===== src/rtl/reg_scoreboard_pkg.sv =====
// Shared pipeline definitions: register-file geometry and the decoded-operand bundle
// exchanged between decode and the hazard scoreboard.
package reg_scoreboard_pkg;

    localparam int unsigned REG_ADDR_W = 5;
    localparam int unsigned ADDR_W     = REG_ADDR_W;
    localparam int unsigned NUM_REGS   = 32;
    localparam int unsigned SB_CNT_W   = 2;

    localparam logic [REG_ADDR_W-1:0] ZERO_REG = '0;

    typedef logic [REG_ADDR_W-1:0] reg_addr_t;

    typedef struct packed {
        reg_addr_t rs1;
        logic      rs1_used;
        reg_addr_t rs2;
        logic      rs2_used;
        reg_addr_t rd;
        logic      rd_we;
    } operand_t;

endpackage


===== src/rtl/reg_scoreboard_if.sv =====
// Decode/writeback/kill bus between the decode stage (master) and the scoreboard (slave).
interface reg_scoreboard_if;
    import reg_scoreboard_pkg::*;

    logic                  issue_valid;
    reg_addr_t             issue_rs1;
    logic                  issue_rs1_used;
    reg_addr_t             issue_rs2;
    logic                  issue_rs2_used;
    reg_addr_t             issue_rd;
    logic                  issue_rd_we;
    logic                  issue_accept;
    logic                  stall;
    logic                  wb_valid;
    reg_addr_t             wb_rd;
    logic                  kill_valid;
    reg_addr_t             kill_rd;
    logic [NUM_REGS-1:0]   busy_mask;
    logic                  sb_error;

    modport master (
        output issue_valid, issue_rs1, issue_rs1_used, issue_rs2, issue_rs2_used,
        output issue_rd, issue_rd_we, wb_valid, wb_rd, kill_valid, kill_rd,
        input  issue_accept, stall, busy_mask, sb_error
    );

    modport slave (
        input  issue_valid, issue_rs1, issue_rs1_used, issue_rs2, issue_rs2_used,
        input  issue_rd, issue_rd_we, wb_valid, wb_rd, kill_valid, kill_rd,
        output issue_accept, stall, busy_mask, sb_error
    );

endinterface


===== src/rtl/reg_scoreboard_sb_counter.sv =====
// Pending-write counter for one architectural register: net +inc -dec -kill per cycle,
// clamped at zero (flagging underflow) and saturating at the top.
module sb_counter #(
    parameter int unsigned CNT_W = 2
) (
    input  logic             clock,
    input  logic             reset,
    input  logic             inc,
    input  logic             dec,
    input  logic             kill,
    output logic [CNT_W-1:0] count_q,
    output logic             busy_q,
    output logic             underflow_c
);

    // One sign bit plus one headroom bit above the counter range.
    localparam int unsigned SUM_W = CNT_W + 2;
    localparam logic [SUM_W-1:0] SUM_MAX = SUM_W'((1 << CNT_W) - 1);

    logic [SUM_W-1:0] sum_c;
    logic [CNT_W-1:0] count_d;
    logic             busy_d;

    always_comb begin
        count_d     = count_q;
        underflow_c = 1'b0;
        sum_c       = SUM_W'(count_q) + SUM_W'(inc) - SUM_W'(dec) - SUM_W'(kill);
        if (sum_c[SUM_W-1]) begin
            count_d     = '0;
            underflow_c = 1'b1;
        end else if (sum_c > SUM_MAX) begin
            count_d = '1;
        end else begin
            count_d = sum_c[CNT_W-1:0];
        end
        busy_d = (count_d != '0);
    end

    always_ff @(posedge clock) begin
        if (reset) begin
            count_q <= '0;
            busy_q  <= 1'b0;
        end else begin
            count_q <= count_d;
            busy_q  <= busy_d;
        end
    end

endmodule


===== src/rtl/reg_scoreboard.sv =====
// Register-file hazard scoreboard: counts in-flight writes per register and holds decode
// while a source is still pending or the destination counter is full.
module reg_scoreboard
    import reg_scoreboard_pkg::*;
#(
    parameter int unsigned CNT_W = SB_CNT_W
) (
    input  logic            clock,
    input  logic            reset,
    reg_scoreboard_if.slave sb
);

    localparam logic [CNT_W-1:0] CNT_MAX = '1;
    localparam logic [CNT_W-1:0] CNT_ONE = CNT_W'(1);

    operand_t            op;
    logic [CNT_W-1:0]    count [NUM_REGS];
    logic [NUM_REGS-1:0] wb_hit;
    logic [NUM_REGS-1:0] kill_hit;
    logic [NUM_REGS-1:0] inc;
    logic [NUM_REGS-1:0] underflow;
    logic [NUM_REGS-1:0] busy;
    logic [CNT_W-1:0]    cnt_rs1;
    logic [CNT_W-1:0]    cnt_rs2;
    logic [CNT_W-1:0]    cnt_rd;
    logic                rs1_hazard;
    logic                rs2_hazard;
    logic                sat_hazard;
    logic                accept;
    logic                sb_error_q;
    logic                sb_error_d;

    assign op = '{rs1: sb.issue_rs1, rs1_used: sb.issue_rs1_used,
                  rs2: sb.issue_rs2, rs2_used: sb.issue_rs2_used,
                  rd:  sb.issue_rd,  rd_we:    sb.issue_rd_we};

    // Writes and kills aimed at register 0 are dropped here.
    always_comb begin
        wb_hit   = '0;
        kill_hit = '0;
        for (int unsigned r = 1; r < NUM_REGS; r++) begin
            wb_hit[r]   = sb.wb_valid   && (sb.wb_rd   == REG_ADDR_W'(r));
            kill_hit[r] = sb.kill_valid && (sb.kill_rd == REG_ADDR_W'(r));
        end
    end

    // A writeback this cycle reaches the falling-edge read, so it retires one pending write;
    // a kill does not, since the squashed result never lands in the file.
    always_comb begin
        cnt_rs1    = count[op.rs1];
        cnt_rs2    = count[op.rs2];
        cnt_rd     = count[op.rd];
        rs1_hazard = op.rs1_used && (op.rs1 != ZERO_REG) &&
                     ((cnt_rs1 > CNT_ONE) || ((cnt_rs1 == CNT_ONE) && !wb_hit[op.rs1]));
        rs2_hazard = op.rs2_used && (op.rs2 != ZERO_REG) &&
                     ((cnt_rs2 > CNT_ONE) || ((cnt_rs2 == CNT_ONE) && !wb_hit[op.rs2]));
        sat_hazard = op.rd_we && (op.rd != ZERO_REG) &&
                     (cnt_rd == CNT_MAX) && !wb_hit[op.rd];
        accept     = sb.issue_valid && !rs1_hazard && !rs2_hazard && !sat_hazard;
    end

    always_comb begin
        inc = '0;
        for (int unsigned r = 1; r < NUM_REGS; r++) begin
            inc[r] = accept && op.rd_we && (op.rd == REG_ADDR_W'(r));
        end
    end

    assign count[0]     = '0;
    assign busy[0]      = 1'b0;
    assign underflow[0] = 1'b0;

    for (genvar r = 1; r < NUM_REGS; r++) begin : g_cnt
        sb_counter #(.CNT_W(CNT_W)) u_cnt (
            .clock       (clock),
            .reset       (reset),
            .inc         (inc[r]),
            .dec         (wb_hit[r]),
            .kill        (kill_hit[r]),
            .count_q     (count[r]),
            .busy_q      (busy[r]),
            .underflow_c (underflow[r])
        );
    end

    always_comb begin
        sb_error_d = sb_error_q || (|underflow);
    end

    always_ff @(posedge clock) begin
        if (reset) begin
            sb_error_q <= 1'b0;
        end else begin
            sb_error_q <= sb_error_d;
        end
    end

    assign sb.issue_accept = accept;
    assign sb.stall        = sb.issue_valid && !accept;
    assign sb.busy_mask    = busy;
    assign sb.sb_error     = sb_error_q;

endmodule


===== src/flat_wrapper.sv =====
// flat-port wrapper written by rule: the top's interface ports become plain ports
module reg_scoreboard_flat import reg_scoreboard_pkg::*;
#(
    parameter int unsigned CNT_W = SB_CNT_W
)
  (clock, reset, sb_issue_valid, sb_issue_rs1, sb_issue_rs1_used, sb_issue_rs2, sb_issue_rs2_used, sb_issue_rd, sb_issue_rd_we, sb_wb_valid, sb_wb_rd, sb_kill_valid, sb_kill_rd, sb_issue_accept, sb_stall, sb_busy_mask, sb_sb_error);
  reg_scoreboard_if sb_i ();
  input  logic clock;
  input  logic reset;
  input wire logic [$bits(sb_i.issue_valid)-1:0] sb_issue_valid;
  input wire logic [$bits(sb_i.issue_rs1)-1:0] sb_issue_rs1;
  input wire logic [$bits(sb_i.issue_rs1_used)-1:0] sb_issue_rs1_used;
  input wire logic [$bits(sb_i.issue_rs2)-1:0] sb_issue_rs2;
  input wire logic [$bits(sb_i.issue_rs2_used)-1:0] sb_issue_rs2_used;
  input wire logic [$bits(sb_i.issue_rd)-1:0] sb_issue_rd;
  input wire logic [$bits(sb_i.issue_rd_we)-1:0] sb_issue_rd_we;
  input wire logic [$bits(sb_i.wb_valid)-1:0] sb_wb_valid;
  input wire logic [$bits(sb_i.wb_rd)-1:0] sb_wb_rd;
  input wire logic [$bits(sb_i.kill_valid)-1:0] sb_kill_valid;
  input wire logic [$bits(sb_i.kill_rd)-1:0] sb_kill_rd;
  output wire logic [$bits(sb_i.issue_accept)-1:0] sb_issue_accept;
  output wire logic [$bits(sb_i.stall)-1:0] sb_stall;
  output wire logic [$bits(sb_i.busy_mask)-1:0] sb_busy_mask;
  output wire logic [$bits(sb_i.sb_error)-1:0] sb_sb_error;
  assign sb_i.issue_valid = sb_issue_valid;
  assign sb_i.issue_rs1 = sb_issue_rs1;
  assign sb_i.issue_rs1_used = sb_issue_rs1_used;
  assign sb_i.issue_rs2 = sb_issue_rs2;
  assign sb_i.issue_rs2_used = sb_issue_rs2_used;
  assign sb_i.issue_rd = sb_issue_rd;
  assign sb_i.issue_rd_we = sb_issue_rd_we;
  assign sb_i.wb_valid = sb_wb_valid;
  assign sb_i.wb_rd = sb_wb_rd;
  assign sb_i.kill_valid = sb_kill_valid;
  assign sb_i.kill_rd = sb_kill_rd;
  assign sb_issue_accept = sb_i.issue_accept;
  assign sb_stall = sb_i.stall;
  assign sb_busy_mask = sb_i.busy_mask;
  assign sb_sb_error = sb_i.sb_error;
  reg_scoreboard #(.CNT_W(CNT_W)) u_core (.clock(clock), .reset(reset), .sb(sb_i));
endmodule

===== config.mk =====
export PLATFORM = sky130hd
export DESIGN_NAME = reg_scoreboard_flat
export DESIGN_NICKNAME = d
export VERILOG_FILES = /design/src/rtl/reg_scoreboard_pkg.sv /design/src/rtl/reg_scoreboard_if.sv /design/src/rtl/reg_scoreboard_sb_counter.sv /design/src/rtl/reg_scoreboard.sv /design/src/flat_wrapper.sv
export SDC_FILE = /design/constraint.sdc
export NUM_CORES = 1
export LEC_CHECK = 0
export ABC_AREA = 1
export CAP_MARGIN = 20
export CORE_AREA = 2 2 212 130
export CTS_BUF_LIST = sky130_fd_sc_hd__clkbuf_8 sky130_fd_sc_hd__clkbuf_16
export CTS_CLUSTER_DIAMETER = 50
export DETAILED_ROUTE_END_ITERATION = 7
export DIE_AREA = 0 0 214 132
export HOLD_SLACK_MARGIN = 0.05
export PLACE_DENSITY_LB_ADDON = 0.3
export SETUP_SLACK_MARGIN = 0.15
export SYNTH_ARGS = -nofsm -noshare
export SYNTH_HDL_FRONTEND = slang
export SYNTH_HIERARCHICAL = 1
export SYNTH_SLANG_ARGS = --single-unit

===== constraint.sdc =====
create_clock -name clock -period 4.5 [get_ports clock]
set_input_delay 0.9 -clock clock [delete_from_list [all_inputs] [get_ports clock]]
set_output_delay 0.9 -clock clock [all_outputs]
set_load 0.01 [all_outputs]

Word-level counts from Yosys, hierarchy flattened
Cells that the tools add are included.
Widths: inputs -> output; s select.
- register bits: 94
- bits of input ports: 33
- output and inout bits: 35
- logic and storage cells: 554
- $add $sub $neg: 93
- order comparisons: 39
- equal/unequal tests: 96
- mux-type cells: 108
- bitwise logic cells: 3
- reductions and logical operators: 152
- operator list (operator ; count):
    $sub 4x1->4 ; 62
    $eq 5x5->1 const B ; 48
    $mux 2 ; 68
    $gt 4x2->1 const B ; 31
    $eq 5x4->1 const B ; 24
    $logic_and 1x1->1 ; 107
    $add 2x1->3 ; 31
    $reduce_bool 2->1 ; 31
    $eq 5x3->1 const B ; 12
    $mux 1 ; 34
    $reduce_or 31->1 ; 1
    $bmux 2 s5 ; 3
    $eq 5x2->1 const B ; 6
    $ge 6x6->1 const B ; 3
    $lt 5x6->1 const B ; 3
    $not 5->6 ; 3
    $bmux 1 s5 ; 3
    $eq 5x1->1 const B ; 3
    $reduce_bool 5->1 ; 3
    $logic_not 1->1 ; 7
    $eq 2x1->1 const B ; 2
    $gt 2x1->1 const B ; 2
    $logic_or 1x1->1 ; 3
    $eq 2x2->1 const B ; 1

Logic depth before layout (Yosys ltp)
- word-level depth: 21
- depth in mapped cells: 27
- depth with buffers taken out: 25

By module
Netlist, hierarchy kept.
- by module, submodules not included (module ; times used ; cells each ; area each (sq um)):
    sb_counter ; 31 ; 24 ; 209.0
    reg_scoreboard ; 1 ; 909 ; 3936.3

Least setup slack after synthesis
Ideal clock, no wire load.
- path type: input -> register
- start point: input port sb_issue_rs2[1]
- end point: register u_core.sb_error_q (netlist: u_core/sb.sb_error)
- arrival time: 4005 ps
- slack: 366 ps
- stages on the path: 24
- path through: clkbuf_1 > nor2_2 > buf_2 > nand2_1 > nand3_1 > nor2_1 > nor2_1 > nand2_1 > nand3_1 > nand3_1 > nand4_4 > buf_6 > nor2_1 > fa_1 > inv_1 > ha_1 > inv_1 > ha_1 > inv_1 > ha_1 > nor4_1 > nand4_1 > nor2_1 > a31oi_1
- word-level cells in the longest chain between the ends: 19
- ends and longest elaborated chain (element ; RTL line ; RTL):
    start: declaration ; flat_wrapper.sv:13 ; input wire logic [$bits(sb_i.issue_rs2)-1:0] sb_issue_rs2;
    $not 5->6 (not written as such) ; reg_scoreboard.sv:51 ; cnt_rs2 = count[op.rs2];
    $bmux 2 s5 ; reg_scoreboard.sv:51 ;
    $mux 2 (not written as such) (2 in series) ; reg_scoreboard.sv:51 ;
    $eq 2x1->1 ; reg_scoreboard.sv:56 ; ((cnt_rs2 > CNT_ONE) || ((cnt_rs2 == CNT_ONE) && !wb_hit[op.rs2]));
    $logic_and 1x1->1 ; reg_scoreboard.sv:56 ;
    $logic_or 1x1->1 ; reg_scoreboard.sv:56 ;
    $logic_and 1x1->1 * ; reg_scoreboard.sv:55 ; rs2_hazard = op.rs2_used && (op.rs2 != ZERO_REG) &&
    $logic_not 1->1 * ; reg_scoreboard.sv:59 ; accept = sb.issue_valid && !rs1_hazard && !rs2_hazard && !sat_hazard;
    $logic_and 1x1->1 * (2 in series) ; reg_scoreboard.sv:59 ;
    $logic_and 1x1->1 * (2 in series) ; reg_scoreboard.sv:65 ; inc[r] = accept && op.rd_we && (op.rd == REG_ADDR_W'(r));
    via u_core.inc[26] ; reg_scoreboard.sv:20 ; logic [NUM_REGS-1:0] inc;
    $add 2x1->3 * ; reg_scoreboard_sb_counter.sv:27 ; sum_c = SUM_W'(count_q) + SUM_W'(inc) - SUM_W'(dec) - SUM_W'(kill);
    $sub 4x1->4 * (2 in series) ; reg_scoreboard_sb_counter.sv:27 ;
    $mux 1 * ; reg_scoreboard_sb_counter.sv:28 ; if (sum_c[SUM_W-1]) begin
    via u_core.underflow[26] ; reg_scoreboard.sv:21 ; logic [NUM_REGS-1:0] underflow;
    $reduce_or 31->1 * ; reg_scoreboard.sv:87 ; sb_error_d = sb_error_q || (|underflow);
    $logic_or 1x1->1 * ; reg_scoreboard.sv:87 ;
    end signal: assignment ; reg_scoreboard.sv:94 ; sb_error_q <= sb_error_d;
    end: declaration ; reg_scoreboard.sv:30 ; logic sb_error_q;
The timed path passes the listed nets; every way through them passes the cells marked *. The select of a mux whose other input is x is not followed.
A chain may end at the register's enable or synchronous reset.

Final worst setup path
- start point: input port sb_wb_rd[0]
- end point: register u_core.sb_error_q (netlist: u_core/sb.sb_error)
- word-level cells in the longest chain between the ends: 20
- ends and longest elaborated chain (element ; RTL line ; RTL):
    start: declaration ; flat_wrapper.sv:18 ; input wire logic [$bits(sb_i.wb_rd)-1:0] sb_wb_rd;
    $eq 5x1->1, or another cell as far along ; reg_scoreboard.sv:42 ; wb_hit[r] = sb.wb_valid && (sb.wb_rd == REG_ADDR_W'(r));
    $logic_and 1x1->1 ; reg_scoreboard.sv:42 ;
    $bmux 1 s5 ; reg_scoreboard.sv:54 ; ((cnt_rs1 > CNT_ONE) || ((cnt_rs1 == CNT_ONE) && !wb_hit[op.rs1]));
    $mux 1 (not written as such) ; reg_scoreboard.sv:54 ;
    $logic_not 1->1 ; reg_scoreboard.sv:54 ;
    $logic_and 1x1->1 ; reg_scoreboard.sv:54 ;
    $logic_or 1x1->1 ; reg_scoreboard.sv:54 ;
    $logic_and 1x1->1 ; reg_scoreboard.sv:53 ; rs1_hazard = op.rs1_used && (op.rs1 != ZERO_REG) &&
    [4 not listed] ; n/a ;
    $logic_and 1x1->1 * (2 in series) ; reg_scoreboard.sv:65 ;
    via u_core.inc[17] ; reg_scoreboard.sv:20 ;
    $add 2x1->3 * ; reg_scoreboard_sb_counter.sv:27 ;
    $sub 4x1->4 * (2 in series) ; reg_scoreboard_sb_counter.sv:27 ;
    $mux 1 * ; reg_scoreboard_sb_counter.sv:28 ;
    via u_core.underflow[17] ; reg_scoreboard.sv:21 ;
    $reduce_or 31->1 * ; reg_scoreboard.sv:87 ;
    $logic_or 1x1->1 * ; reg_scoreboard.sv:87 ;
Marked as above.

==> metrics.md <==
| Metric | Value |
|---|---|
| Antenna diode count | `0` |
| Tmin final | `4558 ps` |
| Highest routed metal layer | `met4` |
| HPWL Detailed | `33800 um` |
| Slew Limit Fails | `0` |
| CP Data Arrival Time | `~4800 ps` |
| Number of top-level pins | `between 60 and 70` |
| Cell with the largest stage delay on the worst path | `nor4_4` |
| Number of warnings issued by yosys | `6` |
| Mean number of vias per cell | `just under 5` |
| Met2 WL post-DR | `around 16000 um` |
| Top fanout value on the critical path | `5` |
| Drt drc | `0` |
| Worst-case clock skew | `between 8 and 9 ps` |
| Wire length on met3 | `between 6000 and 7000 um` |
| Total routed wirelength | `around 42000 um` |
| DRT Pass-1 Iters | `6` |
| Largest buffer count on any clock path | `2` |
| Slew Limit Headroom | `about 65%` |
| Most used standard cell by instance count after synthesis | `nand2_1` |
| Cell chosen for the clock root | `clkbuf_16` |
| Total number of H-tree levels | `3` |
| EDFF count, synth | `0` |
| Lkg Pwr | `approximately 7.8 nW` |
| Starting DRT DRC Count | `between 1000 and 1500` |
| Net count of the finished layout | `2184` |
| Post-synthesis area per instance | `6.300 um^2` |
| Worst stage delay on the critical path | `~480 ps` |
| Clock input transition at the sequential cells of the worst setup and hold paths | `70 ps` |
| Type of the worst setup path | `primary input to flop` |
| Most numerous cell types in the synthesized netlist | `nand2_1 (466), inv_1 (396), nor2_1 (178)` |
| Ranking of synthesized cells by area | `dfxtp_1 (18%), nand2_1 (17%), ha_1 (15%)` |
| Global-route wire length before repair | `62090 um` |
| Max-cap check violation count | `0` |
| Count of vias placed by the detailed router | `~11000` |
| Floorplan die height | `132 um` |
| RD Place Congestion | `about 1.1` |
| DRT met1 WL | `around 19000 um` |
| Number of global-route vias before repair | `between 10000 and 15000` |
| IO buf count | `66` |
| Synthesized netlist cell count | `1653` |
| Capturing element type of the critical path | `flop` |
| TNS Setup | `-57.56 ps` |
| Top cell type's share of synthesized area | `a little under a fifth` |
| Core area | `roughly 26000 um^2` |
| Worst hold margin | `between 600 and 700 ps` |
| Standard-cell row count | `46` |
| FF+latch count, synth | `94` |
| Routed Antenna Nets | `0` |
| Number of distinct library cells after synthesis | `31` |
| Actual slew at the worst max-slew pin | `528.5 ps` |
| Worst-case setup margin in the final layout | `-57.56 ps` |
| Final clock period utilization by the worst path | `101.3%` |
| RSZ-0062 raised after global routing | `yes` |
| Path class of the lowest-slack min-delay path | `flop to flop` |
| Max Clock Freq | `about 220 MHz` |
| Number of nets in the synthesized netlist | `~1900` |
| Violations in the final reports | `setup timing` |
| Total CTS buffers | `9` |
| Largest net degree at the start of global routing | `44` |
| Run status | `complete, but fails checks` |
| Antenna violations before repair | `0` |
| Clk Latency, worst-skew pair | `between 300 and 400 ps` |
| IR Drop Worst-Case VDD | `roughly 140 uV` |
| Total GRT Usage | `a little under 30%` |
| Total number of clock tree sinks | `94` |
| # hold bufs at CTS | `0` |
| Critical path startpoint category | `primary input` |
| Data required time of the worst path | `about 4800 ps` |
| Final hold viol count | `0` |
| Sequential fraction of the synthesis area | `18.07%` |
| Width of the chip | `214 um` |
| DIE AREA | `28250 um^2` |
| Global route total overflow | `0` |
| Number of setup violations in the final report | `1` |
| Number of inserted filler cells in the final layout | `between 2000 and 3000` |
| Relative area change from synthesis to final layout | `41.68%` |
| Layout cell share with drive strength beyond 1 | `a little over a quarter` |
| PwrDens | `around 160 nW/um^2` |
| Average detailed-routed wire length per instance | `between 15 and 20 um` |
| Total standard cell area after synthesis | `~10000 um^2` |
| Share of synthesized registers carrying an async set or reset | `0%` |
| CTS tree | `done` |
| Biggest area consumer among synthesized cells | `dfxtp_1` |
| Dominant synthesized flop cell | `dfxtp_1` |
| Initial core utilization | `around two fifths` |
metrics by stage:
stage	setup WS [ps]	instances	util [%]	power [mW]	area (um^2)
2_1_floorplan	365.7	1653	-	1.182	10410
3_3_place_gp	-1708	2277	50.61	1.530	13250
3_5_place_dp	-1700	2277	50.61	1.531	13250
4_1_cts	-228.8	2314	53.98	2.356	14140
5_1_grt	-242.4	2330	56.34	2.511	14750
6_report	-57.56	2330	56.34	2.405	14750
path summary, 6_finish.rpt:
check / startpoint / end / slack [ps] / depth (start not counted)
worst max-delay path: sb_wb_rd[0] / u_core/sb.sb_error / -60 / 29
worst min-delay path: u_core/g_cnt[18].u_cnt/count_q[0] / u_core/g_cnt[18].u_cnt/count_q[0] / 690 / 5
worst max register to register: u_core/g_cnt[16].u_cnt/count_q[1] / u_core/sb.sb_error / 460 / 24
worst min register to register: u_core/g_cnt[18].u_cnt/count_q[0] / u_core/g_cnt[18].u_cnt/count_q[0] / 690 / 5
kinds of logic after synthesis:
kind of cell | Yosys count | share of synthesized area, %
fa+ha+maj | 186 | 26.82
other cells | 1 | 0.03601
flops | 94 | 18.07
simple gates | 820 | 32.74
compound gates | 97 | 5.239
buf+inv | 452 | 16.84
xor+xnor | 3 | 0.2524
layout by cell type, fill, tap and decap left out, types with 6 or more instances in the layout:
cell	n
o21ai_0	35
clkdlybuf4s50_1	46
nand2_2	26
a21oi_1	31
ha_2	12
nor2_1	136
nor2_2	66
nand3_2	10
dfxtp_1	94
buf_4	241
fa_1	54
nand2_4	6
inv_2	20
fa_2	8
o211ai_1	16
nand4_1	7
ha_4	9
nor2_4	29
buf_6	26
nand2_1	434
buf_12	15
clkbuf_2	8
ha_1	103
clkbuf_16	11
nand3_1	88
o21ai_1	8
inv_1	375
metal layers:
layer	up-vias	GRT usage, %
li1	5516	-
met1	5230	42.69
met2	652	38.37
met3	51	12.99
met4	0	7.653
met5	-	0
power by group:
part | internal, mW | total [mW] | switching, mW | leakage (nW)
sequential | 0.863 | 0.893 | 0.0300 | 0.762
clock | 0.383 | 0.766 | 0.383 | 0.140
combinational | 0.323 | 0.746 | 0.423 | 6.91
area by class of cell:
cell class                      count  area, um^2  share of cell area (%)
Clock inverter                      7       57.56                  0.3901
Timing Repair Buffer              351        3123                   21.17
Inverter                          401        1538                   10.42
Multi-Input combinational cell   1108        7478                   50.69
Clock buffer                        9       225.2                   1.526
Sequential cell                    94        1882                   12.75
Tap cell                          360       450.4                   3.053
registers in the layout, indices dropped and copies added, names as in the netlist:
signal,flops
u_core/g_cnt.u_cnt/busy_q,31
u_core/g_cnt.u_cnt/count_q,62
u_core/sb.sb_error,1
worst max-delay path: cells and delay by family:
family	cells	cell delay (ps)
AND/OR/NAND/NOR	15	2130
AO/OA/AOI/OAI	1	70
adder cells (fa/ha/maj)	4	710
buffers and inverters	9	990
what timing repair did:
action,CTS,global route
resized for setup,122,179
pin swaps,21,56
endpoints found under the setup margin,93,80
cloned,3,2
setup buffers,18,13
No activity file was read; power rests on OpenSTA's default activity.
